[src/rtl/mod12_pkg.sv]
`default_nettype none
// ============================================================================
//  Module      : mod12_pkg
//  Description : Shared types and constants for the modulo-12 sequencing
//                controller. The state type of the controller FSM, the
//                counter limits, and a preset range check used by both the
//                start-command check and the counter load path.
//  Optional    : MOD12_DOWN_EN (consumed by mod12_core and mod12_seq_ctrl)
//  Revision    : 1.0 - initial release
// ============================================================================
package mod12_pkg;

  // Sequencing states of the controller.
  typedef enum logic [2:0] {
    IDLE = 3'd0,
    LOAD = 3'd1,
    RUN  = 3'd2,
    HOLD = 3'd3,
    DONE = 3'd4
  } state_t;

  // Counter range limits.
  localparam logic [3:0] MOD_MAX = 4'd11;
  localparam logic [3:0] MOD_MIN = 4'd0;

  // A preset is usable only if it is a legal counter value.
  function automatic logic preset_valid(input logic [3:0] value);
    return (value <= MOD_MAX);
  endfunction

endpackage : mod12_pkg
`default_nettype wire

[src/rtl/mod12_core.sv]
`default_nettype none
// ============================================================================
//  Module      : mod12_core
//  Description : 4-bit modulo-12 counter datapath. Synchronous load has
//                priority over counting. A combinational wrap strobe flags
//                that the current enabled step crosses the 11/0 boundary.
//  Optional    : MOD12_DOWN_EN - adds i_dir; i_dir=1 counts down and the
//                0->11 step is reported as a wrap.
//  Revision    : 1.0 - initial release
//
//  Ports
//    clk        in   rising-edge clock
//    rst        in   asynchronous active-low reset
//    i_en       in   advance the counter by one step
//    i_load     in   load i_load_val (wins over i_en)
//    i_load_val in   value to load, expected 0..11
//    i_dir      in   (MOD12_DOWN_EN only) 1 = count down
//    o_count    out  registered counter value
//    o_wrap     out  combinational: this enabled step wraps
// ============================================================================
module mod12_core
  import mod12_pkg::*;
(
  input  logic       clk,
  input  logic       rst,
  input  logic       i_en,
  input  logic       i_load,
  input  logic [3:0] i_load_val,
`ifdef MOD12_DOWN_EN
  input  logic       i_dir,
`endif
  output logic [3:0] o_count,
  output logic       o_wrap
);

  logic [3:0] r_count;
  logic       w_at_edge;
  logic [3:0] w_next;

`ifdef MOD12_DOWN_EN
  // The boundary value depends on direction: 11 going up, 0 going down.
  assign w_at_edge = i_dir ? (r_count == MOD_MIN) : (r_count == MOD_MAX);
  assign w_next    = i_dir ? (w_at_edge ? MOD_MAX : (r_count - 4'd1))
                           : (w_at_edge ? MOD_MIN : (r_count + 4'd1));
`else
  assign w_at_edge = (r_count == MOD_MAX);
  assign w_next    = w_at_edge ? MOD_MIN : (r_count + 4'd1);
`endif

  // Only an enabled step that does not also load can wrap.
  assign o_wrap = i_en && !i_load && w_at_edge;

  always_ff @(posedge clk or negedge rst) begin
    if (!rst) begin
      r_count <= MOD_MIN;
    end else if (i_load) begin
      r_count <= i_load_val;
    end else if (i_en) begin
      r_count <= w_next;
    end
  end

  assign o_count = r_count;

endmodule : mod12_core
`default_nettype wire

[src/rtl/mod12_seq_ctrl.sv]
`default_nettype none
// ============================================================================
//  Module      : mod12_seq_ctrl
//  Description : Sequencing controller for a modulo-12 counter. Accepts
//                start/stop/pause, loads a preset, runs the counter for a
//                programmed number of wraps and pulses done on completion.
//                A target of 0 free-runs with the wrap count saturating.
//  Optional    : MOD12_DOWN_EN - adds input dir (1 = count down, 0->11 is
//                a wrap). Without it the block counts up only.
//  Revision    : 1.0 - initial release
//
//  Ports
//    clk          in   rising-edge clock
//    rst          in   asynchronous active-low reset
//    start        in   begin a sequence (honoured in IDLE only)
//    stop         in   abort, highest priority
//    pause        in   level, freezes counting while high in RUN
//    preset       in   [3:0] start value for the counter
//    wraps_target in   [WRAP_W-1:0] wraps to run, 0 = free-run
//    dir          in   (MOD12_DOWN_EN only) count direction
//    count        out  [3:0] counter value 0..11
//    wraps        out  [WRAP_W-1:0] wraps completed since load
//    busy         out  high in LOAD/RUN/HOLD
//    done         out  one-cycle completion pulse
//    err          out  one-cycle pulse for start with preset > 11
// ============================================================================
module mod12_seq_ctrl
  import mod12_pkg::*;
#(
  parameter int WRAP_W = 8
)
(
  input  logic              clk,
  input  logic              rst,
  input  logic              start,
  input  logic              stop,
  input  logic              pause,
  input  logic [3:0]        preset,
  input  logic [WRAP_W-1:0] wraps_target,
`ifdef MOD12_DOWN_EN
  input  logic              dir,
`endif
  output logic [3:0]        count,
  output logic [WRAP_W-1:0] wraps,
  output logic              busy,
  output logic              done,
  output logic              err
);

  state_t            r_state;
  logic [WRAP_W-1:0] r_wraps;
  logic              r_busy;
  logic              r_done;
  logic              r_err;

  logic              w_load;
  logic              w_en;
  logic              w_wrap;
  logic [3:0]        w_load_val;
  logic [WRAP_W:0]   w_wraps_inc;
  logic              w_wraps_sat;
  logic              w_complete;

  // Counter control: stop beats everything, pause freezes RUN.
  assign w_load = (r_state == LOAD) && !stop;
  assign w_en   = (r_state == RUN) && !stop && !pause;

  // The preset was range-checked when start was accepted; if it changes to
  // an illegal value during LOAD, load the bottom of the range instead so
  // the counter can never leave 0..11.
  assign w_load_val = preset_valid(preset) ? preset : MOD_MIN;

  // One extra bit so a saturated count never aliases onto a small target.
  assign w_wraps_inc = {1'b0, r_wraps} + {{WRAP_W{1'b0}}, 1'b1};
  assign w_wraps_sat = &r_wraps;

  // Target is compared live, so it may be moved during RUN.
  assign w_complete = w_wrap && (wraps_target != '0) &&
                      (w_wraps_inc == {1'b0, wraps_target});

  mod12_core u_core (
    .clk        (clk),
    .rst        (rst),
    .i_en       (w_en),
    .i_load     (w_load),
    .i_load_val (w_load_val),
`ifdef MOD12_DOWN_EN
    .i_dir      (dir),
`endif
    .o_count    (count),
    .o_wrap     (w_wrap)
  );

  always_ff @(posedge clk or negedge rst) begin
    if (!rst) begin
      r_state <= IDLE;
      r_wraps <= '0;
      r_busy  <= 1'b0;
      r_done  <= 1'b0;
      r_err   <= 1'b0;
    end else begin
      r_done <= 1'b0;
      r_err  <= 1'b0;
      case (r_state)
        IDLE: begin
          // Stop in the same cycle as start suppresses the start.
          if (start && !stop) begin
            if (preset_valid(preset)) begin
              r_state <= LOAD;
              r_busy  <= 1'b1;
            end else begin
              r_err <= 1'b1;
            end
          end
        end
        LOAD: begin
          if (stop) begin
            r_state <= IDLE;
            r_busy  <= 1'b0;
          end else begin
            r_wraps <= '0;
            r_state <= RUN;
          end
        end
        RUN: begin
          if (stop) begin
            r_state <= IDLE;
            r_busy  <= 1'b0;
          end else if (pause) begin
            r_state <= HOLD;
          end else if (w_wrap) begin
            if (!w_wraps_sat) begin
              r_wraps <= w_wraps_inc[WRAP_W-1:0];
            end
            if (w_complete) begin
              r_state <= DONE;
              r_busy  <= 1'b0;
            end
          end
        end
        HOLD: begin
          if (stop) begin
            r_state <= IDLE;
            r_busy  <= 1'b0;
          end else if (!pause) begin
            r_state <= RUN;
          end
        end
        DONE: begin
          // An abort arriving in DONE cancels the completion pulse.
          r_state <= IDLE;
          r_done  <= !stop;
        end
        default: begin
          r_state <= IDLE;
          r_busy  <= 1'b0;
        end
      endcase
    end
  end

  assign wraps = r_wraps;
  assign busy  = r_busy;
  assign done  = r_done;
  assign err   = r_err;

endmodule : mod12_seq_ctrl
`default_nettype wire

[config.mk]
export PLATFORM = sky130hd
export DESIGN_NAME = mod12_seq_ctrl
export DESIGN_NICKNAME = d
export VERILOG_FILES = /design/src/rtl/mod12_pkg.sv /design/src/rtl/mod12_core.sv /design/src/rtl/mod12_seq_ctrl.sv
export SDC_FILE = /design/constraint.sdc
export NUM_CORES = 1
export LEC_CHECK = 0
export BUFFER_PORTS_ARGS = -buffer_cell sky130_fd_sc_hd__buf_2
export CAP_MARGIN = 20
export CORE_MARGIN = 8
export CORE_UTILIZATION = 53
export DETAILED_ROUTE_END_ITERATION = 8
export PLACE_DENSITY = 0.77
export SLEW_MARGIN = 20
export SYNTH_ARGS = -nofsm -noshare
export SYNTH_HDL_FRONTEND = slang
export SYNTH_SLANG_ARGS = --single-unit
export TNS_END_PERCENT = 30
[constraint.sdc]
create_clock -name clk -period 2.5 [get_ports clk]
set_input_delay 0.625 -clock clk [delete_from_list [all_inputs] [get_ports clk]]
set_output_delay 0.625 -clock clk [all_outputs]
set_load 0.01 [all_outputs]
; After elaboration in Yosys (flattened, before gate mapping)
; Index checks and enable logic that the tools add are counted.
[op_classes]
add_sub_neg = 2
mul = 0
div_mod_pow = 0
order_cmp = 1
eq_ne = 20
shifts = 0
muxes = 32
bitwise_logic = 1
n_reduce_logical = 20
[op_table]
columns = op, count
row1 = 8-bit 2-to-1 mux, 5
row2 = 3-bit 2-to-1 mux, 8
row3 = 4-bit 2-to-1 mux, 4
row4 = 8-bit case mux with 2 select lines, 1
row5 = "2-bit != test, second input constant", 7
row6 = "3-bit != test, second input constant", 4
row7 = 3-bit case mux with 4 select lines, 1
row8 = 1-bit 2-to-1 mux, 11
row9 = "8-bit by 1-bit adder with 9-bit output, second input constant", 1
row10 = 9-bit by 8-bit == test with 1-bit output, 1
row11 = 1-bit logical AND, 8
row12 = "4-bit != test, second input constant", 2
row13 = 8-bit AND reduction, 1
row14 = 8-bit nonzero test, 1
row15 = 7-bit AND reduction, 1
row16 = "3-bit by 2-bit == test with 1-bit output, second input constant", 2
row17 = 6-bit AND reduction, 1
row18 = 5-bit AND reduction, 1
row19 = "4-bit by 1-bit adder with 4-bit output, second input constant", 1
row20 = "4-bit == test, second input constant", 1
row21 = "4-bit less-or-equal comparator, second input constant", 1
row22 = 1-bit case mux with 4 select lines, 1
row23 = 2-bit nonzero test, 2
row24 = "3-bit by 1-bit == test with 1-bit output, second input constant", 1
row25 = 7 further kinds, 9
[word_totals]
reg_bits = 18
latch_bits = 0
ramBits = 0
rom_bits = 0
in_bits = 17
output_inout_bits = 15
wordCells = 82
mem_count = 0

; Logic depth before layout (Yosys ltp)
[logic_depth]
depth_word = 12
mapped_depth = 7

; Cells and area by module
; From an unflattened synthesis, not the netlist that was laid out.
[hier_totals]
hier_cells = 141
area_unflattened_um2 = 1219.9
[modules_own_cells]
columns = mod, n_inst, cells_each, area_per_inst_um2, seq_area_each_um2
row1 = mod12_seq_ctrl, 1, 113, 972.2, 350.3
row2 = mod12_core, 1, 28, 247.7, 100.1

; Least setup slack after synthesis
; OpenSTA, ideal clock, no wires.
[synth_timing]
kind = register to register
from = reg r_wraps[0], in the netlist wraps[0]
to = reg r_wraps[5], in the netlist wraps[5]
setup_time_ns = 0.081
arrival_time_ns = 2.062
setup_slack_ns = 0.358
path_stages_with_launch = 8
n_path_buf = 1
synth_period_minus_slack_ns = 2.142
path_cell_list = dfrtp_1 ha_1 clkbuf_1 and3_1 a211oi_1 o31ai_2 mux2_4 mux2i_4
[synth_between]
elab_chain_len = 6
elab_cells_between_ends = 9
cone_classes = add/sub: 1 / eq/ne: 1 / mux: 5 / reduce/logical: 2
[synth_rtl]
columns = element, line_no
row1 = from (decl), mod12_seq_ctrl.sv:51  ; logic [WRAP_W-1:0] r_wraps;
row2 = from (signal assigned), mod12_seq_ctrl.sv:133  ; r_wraps <= w_wraps_inc[WRAP_W-1:0];
row3 = 8-bit by 1-bit adder with 9-bit output, mod12_seq_ctrl.sv:74  ; assign w_wraps_inc = {1'b0, r_wraps} + {{WRAP_W{1'b0}}, 1'b1};
row4 = 8-bit 2-to-1 mux, mod12_seq_ctrl.sv:132  ; if (!w_wraps_sat) begin
row5 = 8-bit 2-to-1 mux, mod12_seq_ctrl.sv:131  ; end else if (w_wrap) begin
row6 = 8-bit 2-to-1 mux, mod12_seq_ctrl.sv:129  ; end else if (pause) begin
row7 = 8-bit 2-to-1 mux, mod12_seq_ctrl.sv:126  ; if (stop) begin
row8 = 8-bit case mux with 2 select lines, mod12_seq_ctrl.sv:104  ; case (r_state)
; Several ways; a longest one is shown, not always the timed one. The select of a mux whose other input is x is not followed.
; A chain may end at the register's enable or synchronous reset.

; Worst setup path after layout
[layout_timing]
from = reg r_state[0]
to = reg r_wraps[6], in the netlist wraps[6]
[layout_between]
elab_chain_len = 7
elab_cells_between_ends = 16
cone_classes = eq/ne: 7 / mux: 1 / reduce/logical: 8
[layout_rtl]
columns = element, line_no
row1 = from (decl), mod12_seq_ctrl.sv:50  ; state_t r_state;
row2 = from (signal assigned), mod12_seq_ctrl.sv:96  ; r_state <= IDLE;
row3 = from (signal assigned), mod12_seq_ctrl.sv:109  ; r_state <= LOAD;
row4 = from (signal assigned), mod12_seq_ctrl.sv:118  ; r_state <= IDLE;
row5 = 3-bit by 2-bit == test with 1-bit output / 3-bit by 1-bit == test with 1-bit output (equally long branches), "mod12_seq_ctrl.sv:66, mod12_seq_ctrl.sv:104, mod12_seq_ctrl.sv:65"
row6 = 1-bit logical AND (on tied branches), "mod12_seq_ctrl.sv:66, mod12_seq_ctrl.sv:65"
row7 = 1-bit logical AND / 1-bit logical NOT (equally long branches), "mod12_seq_ctrl.sv:66, mod12_core.sv:51"
row8 = 1-bit logical AND (2 in a row), mod12_core.sv:51  ; assign o_wrap = i_en && !i_load && w_at_edge;
row9 = 2-bit != test (no line), n/a
row10 = 6-bit AND reduction (no line), n/a
; Several ways; a longest one is shown, not always the timed one.

==> out/results.ini <==
[grt]
grt_pass1_wl_mm = 5.823
grt_use_total_pct = 16.87
gr-total-overflow = 0
grt_pass1_vias = 1296
grt_max_degree = 19
antenna_found_initial = 0

[worst_setup_path]
cp.required_ns = 2.69
cp-start-kind = register
path_max_fanout = 9
setup.worst_path.end_class = register
worst-endpoint-arrival_ns = 2.27
crit_chain = or4b_4 -> nor3b_4 -> o31a_2 -> nor2_2 -> a211o_1
r2r-end = wraps[6]$_DFFE_PN0P_
cpPeakStageDelay_ns = 0.62
ff2ff_path_depth = 5
rrSetupSlack_ns = 0.42
r2r_start = r_state[0]$_DFFE_PN0P_
slowest_stage = or4b_4
critical_path_class = reg -> reg

[cells_and_area]
fill_cells = 233
antenna_cells = 0
mostFrequentLayoutCell = buf_2
layout-drive-gt1-share_pct = 31.58
nets = 191
fin_cells = 201
final_area_mm2 = 0.001519
final_core_util_pct = 63.63
final_cell_mix = buf_2, dfrtp_1, nand2_1
area_delta_synth_final_pct = 17.07

[pwr]
clkPwrFrac_pct = 24.1
p_seq_share_pct = 49.0
power.total_uw = 742.0
switching_share_pct = 32.45
intPower_uw = 501.3
combPwrFrac_pct = 26.9
power.density_mw_per_mm2 = 488.5
peakVddDrop_uv = 392.5
p_leak_nw = 0.7228
p_sw_uw = 240.8

[status]
status = complete, no violations

[floorplan]
start_util_pct = 54.35
die_width_um = 65.48
num_rows = 18
core-area_mm2 = 0.002387
die_area_mm2 = 0.004288
ioPinCount = 32
die_h_um = 65.48

[place]
dp_hpwl_mm = 2.717
gp_congestion = 0.8488
dp_cells = 197
io_buffer_count = 31
place_ws_ns = 0.2105
dpl_cell_area_mm2 = 0.001483

[clock_tree]
cts_tree = built
cts_hold_buffers = 0
h-tree-depth = 1
post-cts-setup-buffers = 0
cts_buffers = 3
cts_root_buf = clkbuf_4
clockBufferDepth = 2
cts_sinks = 18
path_clk_slew_ns = 0.10
insertion_delay_ns = 0.29
cts_resized = 0

[synthesis]
synth.avg_cell_area_um2 = 9.334
synth_nets = 158
synth.yosys.seq_area_share_pct = 34.72
synth_ff_type = dfrtp_1
yosysWarnings = 0
synth-edff-count = 0
syn_inst = 139
ys_async_sr_fraction_pct = 100.0
netlist_area_mm2 = 0.001297
synth_cell_types = 47
synth_seq_cells = 18

[detailed_routing]
viasPerCell = 6.254
ant_nets = 0
drcViolationCount = 0
drtIter0Drc = 70
dr.pass1.iters = 4
wl_mm = 3.407
vias = 1257
wire_per_inst_um = 16.95

[sta]
drv_slew = 0
post-route-min-period_ns = 2.080
whs_ns = 0.2295
rsz0062_at_grt = false
skew_ns = 0.005640
hold_viol = 0
slew_headroom_pct = 64.16
fin_ws_ns = 0.4203
fin_crit_sh_pct = 83.19
max_freq_mhz = 480.8
setup_violations = 0
tightest_slew_ns = 0.5344
finalSetupTns_ns = 0

[hold_path]
hold_path_class = in -> async

[flow_run]
drv_cap = 0

registers in the layout (all words and copies together), names as in the netlist:
name and count:
u_core.o_count 4, r_state 3, done 1, err 1
busy 1, wraps 8
metal layers:
layer	part of all wire, %	track usage, %	wire length [um]	vias up
met3	6.1	4.932	207	4
li1	-	-	-	595
met5	0	0	0	-
met1	41	18.56	1408	614
met4	0.62	4.905	21	0
met2	52	30.50	1769	44
final cells by class:
class	instances	area [um^2]	share of cell area (%)
Multi-Input combinational cell	114	817.0	53.79
Sequential cell	18	450.4	29.65
Timing Repair Buffer	33	170.2	11.20
Tap cell	30	37.54	2.471
Clock buffer	4	36.28	2.389
Inverter	2	7.507	0.4942
cell usage after synthesis (2+ instances only):
| cell | count | share of area [%] |
|---|---|---|
| nand2b_1 | 3 | 1.4 |
| or3_1 | 2 | 0.96 |
| clkbuf_1 | 2 | 0.58 |
| nor3_1 | 5 | 1.9 |
| nand3_1 | 6 | 2.3 |
| and3_2 | 2 | 1.2 |
| nand2_1 | 9 | 2.6 |
| and3_1 | 4 | 1.9 |
| a21o_2 | 2 | 1.4 |
| mux2i_1 | 2 | 1.5 |
| a211o_1 | 4 | 2.7 |
| dfrtp_1 | 18 | 35 |
| nand3b_1 | 3 | 1.7 |
| a32oi_1 | 2 | 1.4 |
| xnor2_1 | 6 | 4.1 |
| nand4_1 | 4 | 1.9 |
| nor4_1 | 6 | 2.9 |
| a21oi_1 | 7 | 2.7 |
| buf_2 | 3 | 1.2 |
| nor2_1 | 7 | 2.0 |
| xor2_1 | 6 | 4.1 |
| inv_1 | 2 | 0.58 |
| a211oi_1 | 2 | 1.2 |
| ha_1 | 2 | 1.9 |
| o21ai_0 | 8 | 3.1 |
worst max-delay path by stage:
stage                     slack (ns)              startpoint                    to
after global placement          0.26                    stop  wraps[3]$_DFFE_PN0P_
final                           0.42  r_state[0]$_DFFE_PN0P_  wraps[6]$_DFFE_PN0P_
after CTS                       0.42  r_state[0]$_DFFE_PN0P_  wraps[6]$_DFFE_PN0P_
after floorplan                 0.36    wraps[0]$_DFFE_PN0P_  wraps[5]$_DFFE_PN0P_
after global routing            0.28    wraps[0]$_DFFE_PN0P_  wraps[5]$_DFFE_PN0P_
after detailed placement        0.21                    stop  wraps[6]$_DFFE_PN0P_
power groups by stage:
stage                     clock network [mW]  registers (mW)  logic, mW
after floorplan                            0           0.375      0.102
after global placement                     0           0.365      0.188
after detailed placement                   0           0.369      0.202
after CTS                              0.183           0.363      0.203
after global routing                   0.196           0.368      0.220
final                                  0.179           0.363      0.200
critical path: cells and delay by family, from the launching register on:
| family | cells | cell delay [ns] |
|---|---|---|
| AOI/OAI and AO/OA | 2 | 0.54 |
| and+or+nand+nor | 3 | 0.94 |
| DFF | 1 | 0.49 |
logic make-up after synthesis:
kind of cell               synth area share (%)
and+or+nand+nor                           30.57
xor gates and xnor gates                  8.100
adders and majority gates                 1.928
DFF                                       34.72
AOI/OAI and AO/OA                         17.94
muxes                                     4.435
buffers and inverters                     2.314
No activity file was read; power rests on OpenSTA's default activity.
